File: src/rtl/wb_port_arbiter_pkg.sv
// ---------------------------------------------------------------------------
// wb_port_arbiter_pkg
// Shared core definitions for the register-file write-port arbiter:
//   - arb_state_t       : arbiter FSM state encoding (NORMAL / FORCE_LLU)
//   - WB_DATA_WIDTH     : default register data width
//   - WB_ADDR_WIDTH     : default register index width
//   - WB_STARVE_CNT_W   : width of the LLU starve counter (covers limits 1..15)
// ---------------------------------------------------------------------------
package wb_port_arbiter_pkg;

    localparam int WB_DATA_WIDTH   = 32;
    localparam int WB_ADDR_WIDTH   = 5;
    localparam int WB_STARVE_CNT_W = 4;

    typedef enum logic {
        NORMAL    = 1'b0,
        FORCE_LLU = 1'b1
    } arb_state_t;

endpackage : wb_port_arbiter_pkg

File: src/rtl/wb_port_arbiter.sv
// ---------------------------------------------------------------------------
// wb_port_arbiter
// Arbitrates the single register-file write port between the MEM/WB pipe
// stage and the long-latency unit (mul/div). The pipe normally wins; a
// waiting LLU result is granted whenever the pipe has nothing to write.
//
// Optional feature (macro WB_ARB_STARVE_EN): a starve counter tracks how many
// cycles a pending LLU result has been refused. When it reaches STARVE_LIMIT
// the arbiter enters FORCE_LLU for one cycle, stalls the pipe and writes the
// LLU result. Without the macro the pipe has strict priority and pipe_stall
// is tied low.
//
// Parameters:
//   DATA_WIDTH   register data width
//   ADDR_WIDTH   register index width
//   STARVE_LIMIT cycles an LLU request may be refused before the pipe is
//                stalled (1..15, used only with WB_ARB_STARVE_EN)
//
// Ports:
//   clk, rst               clock, asynchronous active-high reset
//   pipe_valid/rd/data     MEM/WB write-back request
//   pipe_stall             freeze the pipe (combinational)
//   llu_valid/rd/data      LLU write-back request, held until accepted
//   llu_ready              LLU granted this cycle (combinational)
//   rf_we/waddr/wdata      registered register-file write port
//   grant_llu              registered; current rf_* write came from the LLU
// ---------------------------------------------------------------------------
module wb_port_arbiter
    import wb_port_arbiter_pkg::*;
#(
    parameter int DATA_WIDTH   = WB_DATA_WIDTH,
    parameter int ADDR_WIDTH   = WB_ADDR_WIDTH,
    parameter int STARVE_LIMIT = 4
) (
    input  logic                  clk,
    input  logic                  rst,

    input  logic                  pipe_valid,
    input  logic [ADDR_WIDTH-1:0] pipe_rd,
    input  logic [DATA_WIDTH-1:0] pipe_data,
    output logic                  pipe_stall,

    input  logic                  llu_valid,
    input  logic [ADDR_WIDTH-1:0] llu_rd,
    input  logic [DATA_WIDTH-1:0] llu_data,
    output logic                  llu_ready,

    output logic                  rf_we,
    output logic [ADDR_WIDTH-1:0] rf_waddr,
    output logic [DATA_WIDTH-1:0] rf_wdata,
    output logic                  grant_llu
);

    arb_state_t state;
    logic       in_force;
    logic       gnt_pipe;
    logic       gnt_llu;

    assign in_force = (state == FORCE_LLU);

    // Grant decision. Reset suppresses every grant so nothing is handshaken
    // while the block is being cleared (including an aborted FORCE_LLU).
    always_comb begin
        gnt_pipe = 1'b0;
        gnt_llu  = 1'b0;
        if (!rst) begin
            if (in_force) begin
                gnt_llu = llu_valid;
            end else if (pipe_valid) begin
                gnt_pipe = 1'b1;
            end else begin
                gnt_llu = llu_valid;
            end
        end
    end

    assign llu_ready  = gnt_llu;
    assign pipe_stall = in_force && !rst;

`ifdef WB_ARB_STARVE_EN
    localparam logic [WB_STARVE_CNT_W-1:0] LIMIT   = WB_STARVE_CNT_W'(STARVE_LIMIT);
    localparam logic [WB_STARVE_CNT_W-1:0] CNT_ONE = WB_STARVE_CNT_W'(1);

    logic [WB_STARVE_CNT_W-1:0] starve_cnt;
    logic [WB_STARVE_CNT_W-1:0] starve_cnt_nxt;

    // Counts consecutive refused cycles of a pending LLU result; any accept
    // or withdrawal of the request starts the count over.
    always_comb begin
        starve_cnt_nxt = starve_cnt;
        if (!llu_valid || gnt_llu) begin
            starve_cnt_nxt = '0;
        end else if (starve_cnt != LIMIT) begin
            starve_cnt_nxt = starve_cnt + CNT_ONE;
        end
    end

    // FORCE_LLU always lasts a single cycle: either the LLU is granted
    // (valid high) or the request vanished, and both cases return to NORMAL.
    // The pipe request held under stall is then granted in that NORMAL cycle.
    always_ff @(posedge clk or posedge rst) begin
        if (rst) begin
            state      <= NORMAL;
            starve_cnt <= '0;
        end else begin
            starve_cnt <= starve_cnt_nxt;
            case (state)
                NORMAL: begin
                    if (starve_cnt_nxt == LIMIT) begin
                        state <= FORCE_LLU;
                    end
                end
                FORCE_LLU: begin
                    state <= NORMAL;
                end
                default: begin
                    state <= NORMAL;
                end
            endcase
        end
    end
`else
    // Strict pipe priority: no starve tracking, the FSM never leaves NORMAL.
    assign state = NORMAL;

    // STARVE_LIMIT only shapes the starve logic, which is not built here.
    logic unused_starve_limit;
    assign unused_starve_limit = (STARVE_LIMIT != 0);
`endif

    // Registered write port. Address/data only move on a grant; a write to
    // register 0 completes its handshake but never asserts rf_we.
    always_ff @(posedge clk or posedge rst) begin
        if (rst) begin
            rf_we     <= 1'b0;
            rf_waddr  <= '0;
            rf_wdata  <= '0;
            grant_llu <= 1'b0;
        end else begin
            rf_we     <= 1'b0;
            grant_llu <= 1'b0;
            if (gnt_pipe) begin
                rf_we    <= (pipe_rd != '0);
                rf_waddr <= pipe_rd;
                rf_wdata <= pipe_data;
            end else if (gnt_llu) begin
                rf_we     <= (llu_rd != '0);
                rf_waddr  <= llu_rd;
                rf_wdata  <= llu_data;
                grant_llu <= 1'b1;
            end
        end
    end

endmodule : wb_port_arbiter

File: config.mk
export PLATFORM = sky130hd
export DESIGN_NAME = wb_port_arbiter
export DESIGN_NICKNAME = d
export VERILOG_FILES = /design/src/rtl/wb_port_arbiter_pkg.sv /design/src/rtl/wb_port_arbiter.sv
export SDC_FILE = /design/constraint.sdc
export NUM_CORES = 1
export LEC_CHECK = 0
export ABC_AREA = 1
export BUFFER_PORTS_ARGS = -buffer_cell sky130_fd_sc_hd__clkbuf_2
export CAP_MARGIN = 20
export CORE_UTILIZATION = 34
export CTS_CLUSTER_DIAMETER = 60
export DETAILED_ROUTE_END_ITERATION = 8
export SKIP_LAST_GASP = 1
export SYNTH_ARGS = -nofsm -noshare
export SYNTH_HDL_FRONTEND = slang
export SYNTH_SLANG_ARGS = --single-unit
File: constraint.sdc
create_clock -name clk -period 1.5 [get_ports clk]
set_input_delay 0.225 -clock clk [delete_from_list [all_inputs] [get_ports clk]]
set_output_delay 0.225 -clock clk [all_outputs]
set_load 0.01 [all_outputs]
==> reports/qor.txt, run 1 <==
Most numerous cell in the Yosys netlist = nand2_1
Hold Slack = 0.0480 ns
Setup crit start = pipe_valid
Die H = 79.8 um
Asr flop ratio synth = 1.00
Routed Wire Length = 5390 um
Clk sinks = 39
Max Freq = 875 MHz
Post-DRT Antenna Nets = 0
ANT cells = 0
CP peak stage delay = 0.33 ns
Netlist cell types = 13
Total nets after synthesis = 378
Post-Syn Instances = 300
CP Data Arrival Time = 0.92 ns
Cell Rows = 27
HPWL Detailed = 3870 um
Post-CTS Hold Buffers = 0
#FFs+latches synth = 39
Initial antenna violation count = 0
Crit path max-delay family = buffers and inverters
Mapped Avg Cell Area = 6.86 um2
Root Buffer = clkbuf_8
DRC viols = 0
Filler cell count = 606
Final period util = 0.762
Drt first pass iters = 4
Htree depth = 2
First-pass GRT wire length = 8960 um
Worst Skew = 0 ns
PortBufs = 117
First DRT Iteration DRCs = 72
Die Span X = 79.8 um
RSZ-0062 raised after global routing = false
TritonCTS buffer count = 5
PD cells = 1000 nW/um2
Clock Tree Buf Depth = 2
Vias in the first global route = 1986
Slew margin rel. = 0.575
Vias per Instance = 4.39
Tot Pwr = 2.82 mW
Die area = 6360 um2
Area Growth Syn to Fin = 36.4%
Post-route insts no fill = 484
Nature of the critical path startpoint = input port
Post-CTS setup buffer count = 0
Critical path required time = 1.27 ns
Post-synth EDFFs = 0
Slew @ Worst Pin = 0.636 ns
Nets@finish = 489
Fin. Hold Viols = 0
Worst hold path class = input port to async pin
GPL Wtd Cong = 0.784
Clk_lat worst skew = 0.28 ns
Final setup viols = 0
Final worst setup slack = 0.358 ns
Final Slew Violations = 0
Post-Place Cell Area = 2690 um2
CTS-repair resized insts = 0
Post-synth top cells = 189 x nand2_1, 39 x dfrtp_1, 38 x nand3_1
CTS tree = yes
Synth Flop Type = dfrtp_1
Max-capacitance violation count = 0
Yosys warns = 0
Critical path fanouts, max = 6
I/O pin count = 119
GRT Total Usage = 0.181
Setup WS pre-CTS = 0.204 ns
Dpl cells = 476
Initial Util = 0.362
Leak pwr = 1.77 nW
Synth area leaders = dfrtp_1 47%, nand2_1 34%, nand3_1 9.2%
Slowest stage cell, crit path = nor3_1
Status = complete, no violations
Worst-path cell chain = clkbuf_2 > nor3_1 > clkbuf_2
Largest area contributor in the netlist = dfrtp_1
GR Overflow Total = 0
Clk slew on worst S/H paths = 0.08 ns
Core Region = 5680 um2
Crit-path most repeated cell = clkbuf_2
Post-route minimum period = 1.14 ns
Setup TNS = 0 ns
Synth top area share = 0.474
R2R Path Start = rf_wdata[17]
Setup Crit Path Kind = input port to primary output
Max VDD drop = 550 uV
CP Buf/Inv Count = 2
Avg WL per Cell = 11.1 um
Final std cell area, no fill = 2810 um2
Share of layout cells above drive strength 1 = 0.328
Utilization after layout = 0.494
Synthesized cell area = 2060 um2
Total number of vias = 2125
Largest net degree at the start of global routing = 55
CP endpoint kind = primary output
Seq/Total Area, Yosys = 0.474
-- placed cells by master, fill, tap and decap left out, drive strengths merged --
master  count
clkbuf    123
buf         7
nand3      38
nor3        2
nand2     189
inv         5
nand3b      1
clkinv      1
conb        1
nor2        4
o21ai       1
bufinv      1
dfrtp      39
-- sequential cells by signal, indices dropped and copies added, names as in the netlist --
name and flops:
grant_llu 1, rf_we 1, rf_wdata 32, rf_waddr 5
-- final cells by class --
cell class	count	area, um2	area share
flip-flops and latches	39	976	0.348
multi-input cells	236	952	0.339
repair buffers	124	651	0.232
well taps	72	90.1	0.0321
clock buffers	6	82.6	0.0294
clock inverters	2	35.0	0.0125
inverters	5	18.8	0.00669
-- worst paths after layout --
kind | endpoint | slack, ns | cells after the start
setup / recovery | llu_ready | 0.36 | 3
hold / removal | rf_wdata[1] | 0.05 | 3
setup reg to reg | rf_wdata[17] | 0.87 | 2
hold reg to reg | rf_waddr[2] | 0.48 | 2
max in group asynchronous | rf_wdata[11] | 1.22 | 3
min in group clk | grant_llu | 0.15 | 2
-- report_power, final --
part / leakage, nW / switching [mW] / internal, mW / total (mW)
Combinational: 1.22 / 0.381 / 0.279 / 0.660
Sequential: 0.485 / 0.0733 / 1.19 / 1.26
Clock: 0.0612 / 0.362 / 0.538 / 0.900
-- kinds of logic after synthesis --
kind of cell | synth area share
AO/OA/AOI/OAI | 0.00426
buffers and inverters | 0.0663
flip-flops | 0.474
other | 0.00182
AND/OR/NAND/NOR | 0.453
-- worst reg2reg max path, delay by kind of cell (launching register included) --
kind             cells  cell delay [ns]
and+or+nand+nor      2             0.13
DFF                  1             0.39
-- routing by layer --
layer,GRT usage,share of wire,vias to the layer above
li1,-,-,1142
met1,0.228,0.48,912
met2,0.310,0.46,67
met3,0.0354,0.053,4
met4,0.0589,0.011,0
met5,0,0,-
Power figures use the tool's default switching activity.
==> inputs of run 2 (changes only) <==
==> constraint.sdc (replaced) <==
create_clock -name clk -period 1.1 [get_ports clk]
set_input_delay 0.165 -clock clk [delete_from_list [all_inputs] [get_ports clk]]
set_output_delay 0.165 -clock clk [all_outputs]
set_load 0.01 [all_outputs]
==> run 2 against run 1 <==
Net effect:
- register-to-register slack lost 0.40 ns
- setup slack got worse by 0.24 ns
- clock skew stayed put
- highest routed layer unchanged
- routed wire length rose by 4.2%
- largest cell class unchanged
- global-route usage up 1.0 points
- first-iteration DRC count decreased by 15%
- via count is 5.2% higher
==> reports/qor.txt, run 2 (synthesis gave the netlist of run 1 again) <==
R2R depth = 2 (unchanged)
ANT cells = 0 (unchanged)
Worst-path cell chain = clkbuf_2 (was clkbuf_2 > nor3_1 > clkbuf_2)
CP endpoint kind = primary output (unchanged)
First-pass GRT wire length = 9380 um (was 8960 um)
Cell Rows = 27 (unchanged)
CP Data Arrival Time = 0.82 ns (was 0.92 ns)
Final worst setup slack = 0.119 ns (was 0.358 ns)
Critical path required time = 0.94 ns (was 1.27 ns)
PD cells = 1230 nW/um2 (was 1000 nW/um2)
PortBufs = 117 (unchanged)
Final period util = 0.892
Drt first pass iters = 4 (unchanged)
Biggest register = rf_wdata (unchanged)
GPL Wtd Cong = 0.810 (was 0.784)
CTS tree = yes (unchanged)
Critical path fanouts, max = 2 (was 6)
First DRT Iteration DRCs = 61 (was 72)
Max reg flops = 32 (unchanged)
Post-route minimum period = 0.981 ns
Clk slew on worst S/H paths = 0.07 ns (was 0.08 ns)
Final Slew Violations = 0 (unchanged)
Max VDD drop = 534 uV (was 550 uV)
Htree depth = 2 (unchanged)
Leak pwr = 1.81 nW (was 1.77 nW)
CP peak stage delay = 0.39 ns (was 0.33 ns)
Status = complete, no violations (unchanged)
GRT Total Usage = 0.191 (was 0.181)
Most frequent cells in the layout = 189 x nand2_1, 117 x clkbuf_2, 39 x dfrtp_1, 38 x nand3_1, 11 x buf_4 (was 189 x nand2_1, 117 x clkbuf_2, 39 x dfrtp_1, 38 x nand3_1)
Core Region = 5680 um2 (unchanged)
I/O pin count = 119 (unchanged)
Nets@finish = 501 (was 489)
Die area = 6360 um2 (unchanged)
Routed Wire Length = 5620 um (was 5390 um)
Biggest regs = rf_wdata x32, rf_waddr x5 (unchanged)
Fin. Hold Viols = 0 (unchanged)
Clk_lat worst skew = 0.29 ns (was 0.28 ns)
Share of layout cells above drive strength 1 = 0.332 (was 0.328)
Vias per Instance = 4.53 (was 4.39)
Most common cell after layout, fill and taps aside = nand2_1 (unchanged)
Crit path max-delay family = flip-flops (was buffers and inverters)
Clock Tree Buf Depth = 2 (unchanged)
Die Span X = 79.8 um (unchanged)
Initial Util = 0.362 (unchanged)
Initial antenna violation count = 0 (unchanged)
Setup WS pre-CTS = -0.0108 ns (was 0.204 ns)
Max Freq = 1020 MHz
HPWL Detailed = 4060 um (was 3870 um)
DRC viols = 0 (unchanged)
Clk sinks = 39 (unchanged)
Die H = 79.8 um (unchanged)
Worst Skew = 0 ns (unchanged)
Total number of vias = 2236 (was 2125)
Final setup viols = 0 (unchanged)
CP Buf/Inv Count = 1 (was 2)
Nature of the critical path startpoint = flip-flop (was input port)
GR Overflow Total = 0 (unchanged)
Vias in the first global route = 2032 (was 1986)
TritonCTS buffer count = 5 (unchanged)
Slowest stage cell, crit path = dfrtp_1 (was nor3_1)
Worst hold path class = input port to async pin (unchanged)
Max-capacitance violation count = 0 (unchanged)
Setup Crit Path Kind = flip-flop to primary output (was input port to primary output)
Tot Pwr = 3.55 mW (was 2.82 mW)
Area Growth Syn to Fin = 40.9% (was 36.4%)
Root Buffer = clkbuf_8 (unchanged)
Post-DRT Antenna Nets = 0 (unchanged)
Largest net degree at the start of global routing = 34 (was 55)
CTS-repair resized insts = 0 (unchanged)
Avg WL per Cell = 11.4 um (was 11.1 um)
Levels on crit path = 1 (was 3)
RSZ-0062 raised after global routing = false (unchanged)
-- run 2: power by group --
group / internal, mW / total [mW] / leakage [nW] / switching (mW)
Combinational: 0.428 / 0.958 / 1.29 / 0.530
Sequential: 1.62 / 1.72 / 0.485 / 0.102
Clock: 0.422 / 0.876 / 0.0371 / 0.454
Total: 2.47 / 3.55 / 1.81 / 1.09
-- run 2: repair_timing --
item                                   CTS  global route
endpoints found under the hold margin    7             0
hold buffers                             4             0
buffers inserted                         0             0
-- run 2: final timing paths --
| path | start | endpoint | slack, ns |
|---|---|---|---|
| min in group clk | rst | grant_llu | 0.07 |
| setup / recovery | rf_wdata[2] | rf_wdata[2] | 0.12 |
| hold reg to reg | rf_wdata[9] | rf_wdata[9] | 0.48 |
| max in group asynchronous | rst | rf_waddr[4] | 0.28 |
| hold / removal | rst | rf_wdata[14] | 0.01 |
| setup reg to reg | rf_wdata[12] | rf_wdata[12] | 0.47 |
-- run 2: layout make-up --
cell class / instances / area [um2]
multi-input cells: 236 / 952
flip-flops and latches: 39 / 976
clock buffers: 6 / 72.6
fillers: 595 / 2780
inverters: 5 / 18.8
well taps: 72 / 90.1
repair buffers: 136 / 788
-- run 2: per-stage QoR --
step	cell area [um2]	TNS, ns	utilization	hold slack, ns	std cells
2_1_floorplan	2060	0	-	0.237	300
3_3_place_gp	2790	0	0.491	0.0822	484
3_5_place_dp	2790	-0.0291	0.491	0.0846	484
4_1_cts	2900	0	0.511	0.00149	494
5_1_grt	2900	0	0.511	0.0255	494
6_report	2900	0	0.511	0.0144	494
-- run 2: worst register-to-register path, cell delays in order (launching register included) --
cell	delay [ns]
dfrtp_1	0.39
nand2_1	0.07
nand2_1	0.06
-- run 2: per-layer routing --
metal / up-vias / routed length, um / track usage
met5: - / 0 / 0
met4: 0 / 51 / 0.0482
met3: 6 / 379 / 0.0503
met2: 75 / 2630 / 0.328
met1: 992 / 2560 / 0.238
li1: 1163 / - / -
==> inputs of run 3 (changes only) <==
--- a/config.mk
+++ b/config.mk
@@ -6,8 +6,7 @@
 export NUM_CORES = 1
 export LEC_CHECK = 0
 export ABC_AREA = 1
-export BUFFER_PORTS_ARGS = -buffer_cell sky130_fd_sc_hd__clkbuf_2
-export CAP_MARGIN = 20
+export BUFFER_PORTS_ARGS = -buffer_cell sky130_fd_sc_hd__buf_2
 export CORE_UTILIZATION = 34
 export CTS_CLUSTER_DIAMETER = 60
 export DETAILED_ROUTE_END_ITERATION = 8
==> run 3 against run 2 <==
Net effect:
- the run now ends with hold timing left
- clock skew is the same
- sequential share of layout area grew 0.25 points
- via count down 0.89%
- first-iteration DRC count grew 46%
- routed wire length decreased by 0.55%
- register-to-register slack is essentially flat
- power rose by 0.96%
- cell count down 0.20%
- final area shrank 0.73%
- core utilization is 0.37 points lower
- critical path type unchanged
- critical endpoint is now rf_wdata[14]
==> reports/qor.txt, run 3 (synthesis gave the netlist of run 1 again) <==
DRC viols = 0 (unchanged)
Most common cell after layout, fill and taps aside = nand2_1 (unchanged)
Worst-path cell chain = buf_2 (was clkbuf_2)
Initial antenna violation count = 0 (unchanged)
Post-CTS setup buffer count = 0 (unchanged)
Fin. Hold Viols = 4 (was 0)
Final worst setup slack = 0.109 ns (was 0.119 ns)
GRT Total Usage = 0.199 (was 0.191)
Critical path required time = 0.94 ns (about the same)
Total number of vias = 2216 (was 2236)
GPL Wtd Cong = 0.790 (was 0.810)
Area Growth Syn to Fin = 39.8% (was 40.9%)
GR Overflow Total = 0 (unchanged)
Setup WS pre-CTS = -0.00537 ns (was -0.0108 ns)
R2R Path End = rf_wdata[14] (was rf_wdata[12])
Die Span X = 79.8 um (unchanged)
R2R Path Start = rf_wdata[14] (was rf_wdata[12])
Avg WL per Cell = 11.3 um (was 11.4 um)
CP Data Arrival Time = 0.83 ns (was 0.82 ns)
Post-CTS Hold Buffers = 1 (was 4)
Utilization after layout = 0.507 (was 0.511)
R2R depth = 2 (unchanged)
Max Freq = 1010 MHz (was 1020 MHz)
Status = finished with violations (was complete, no violations)
Setup Crit Path Kind = flip-flop to primary output (unchanged)
Clk sinks = 39 (unchanged)
CP Buf/Inv Count = 1 (unchanged)
Root Buffer = clkbuf_8 (unchanged)
Worst Skew = 0 ns (unchanged)
Clk slew on worst S/H paths = 0.07 ns (about the same)
Cell Rows = 27 (unchanged)
Final Slew Violations = 0 (unchanged)
Die area = 6360 um2 (unchanged)
First DRT Iteration DRCs = 89 (was 61)
Post-route minimum period = 0.991 ns (was 0.981 ns)
Clk_lat worst skew = 0.28 ns (was 0.29 ns)
Post-DRT Antenna Nets = 0 (unchanged)
Final setup viols = 0 (unchanged)
Hold Slack = -0.00327 ns (was 0.0144 ns)
I/O pin count = 119 (unchanged)
ANT cells = 0 (unchanged)
Initial Util = 0.362 (unchanged)
Failing checks = hold timing
CP peak stage delay = 0.40 ns (was 0.39 ns)
Post-route insts no fill = 493 (was 494)
Clock Tree Buf Depth = 2 (unchanged)
RSZ-0062 raised after global routing = false (unchanged)
Crit path max-delay family = flip-flops (unchanged)
Biggest register = rf_wdata (unchanged)
Routed Wire Length = 5580 um (was 5620 um)
Most frequent cells in the layout = 189 x nand2_1, 117 x buf_2, 39 x dfrtp_1, 38 x nand3_1, 11 x buf_4 (was 189 x nand2_1, 117 x clkbuf_2, 39 x dfrtp_1, 38 x nand3_1, 11 x buf_4)
Final period util = 0.901 (was 0.892)
Htree depth = 2 (unchanged)
Max-capacitance violation count = 0 (unchanged)
Slowest stage cell, crit path = dfrtp_1 (unchanged)
Reg-to-reg setup timing slack = 0.47 ns (about the same)
Nature of the critical path startpoint = flip-flop (unchanged)
Post-Place Cell Area = 2790 um2 (unchanged)
Max reg flops = 32 (unchanged)
CP endpoint kind = primary output (unchanged)
Setup TNS = 0 ns (unchanged)
Final std cell area, no fill = 2880 um2 (was 2900 um2)
TritonCTS buffer count = 5 (unchanged)
Largest net degree at the start of global routing = 33 (was 34)
Dpl cells = 484 (unchanged)
Nets@finish = 498 (was 501)
Leak pwr = 1.79 nW (was 1.81 nW)
HPWL Detailed = 4150 um (was 4060 um)
Share of layout cells above drive strength 1 = 0.335 (was 0.332)
PortBufs = 117 (unchanged)
PD cells = 1250 nW/um2 (was 1230 nW/um2)
Worst hold path class = input port to async pin (unchanged)
Max VDD drop = 547 uV (was 534 uV)
Critical path fanouts, max = 2 (unchanged)
Tot Pwr = 3.59 mW (was 3.55 mW)
Core Region = 5680 um2 (unchanged)
Vias in the first global route = 2235 (was 2032)
CTS-repair resized insts = 0 (unchanged)
Vias per Instance = 4.49 (was 4.53)
Die H = 79.8 um (unchanged)
Biggest regs = rf_wdata x32, rf_waddr x5 (unchanged)
First-pass GRT wire length = 9910 um (was 9380 um)
Drt first pass iters = 6 (was 4)
CTS tree = yes (unchanged)
[run 3: where the power goes]
group / switching [mW] / internal [mW] / total (mW)
combinational: 0.536 / 0.424 / 0.959
sequential: 0.0912 / 1.62 / 1.71
clock: 0.476 / 0.445 / 0.921
[run 3: how the worst max path moves through the flow]
stage	from	endpoint	slack [ns]	depth (start not counted)
2_1_floorplan	rst	rf_wdata[10]	0.08	6
3_3_place_gp	rst	rf_wdata[3]	0.04	8
3_5_place_dp	rst	rf_wdata[15]	-0.005	8
4_1_cts	rf_wdata[14]	rf_wdata[14]	0.1	1
5_1_grt	rf_wdata[2]	rf_wdata[2]	0.07	1
6_report	rf_wdata[14]	rf_wdata[14]	0.11	1
[run 3: tightest hold or removal path, cell delays in order]
cell and delay, ns:
buf_2 0.12, inv_2 0.14, buf_12 0.20
[run 3: layout make-up]
cell class	instances	area, um2
repair buffers	133	758
inverters	5	18.8
flip-flops and latches	39	976
clock inverters	1	5.00
well taps	72	90.1
fillers	599	2800
multi-input cells	236	952
clock buffers	7	76.3
[run 3: metal layers]
layer / up-vias / global-route usage / part of all wire
met2: 84 / 0.354 / 0.47
li1: 1158 / - / -
met5: - / 0 / 0
met3: 6 / 0.0526 / 0.077
met4: 0 / 0.0446 / 0.0068
met1: 968 / 0.240 / 0.45
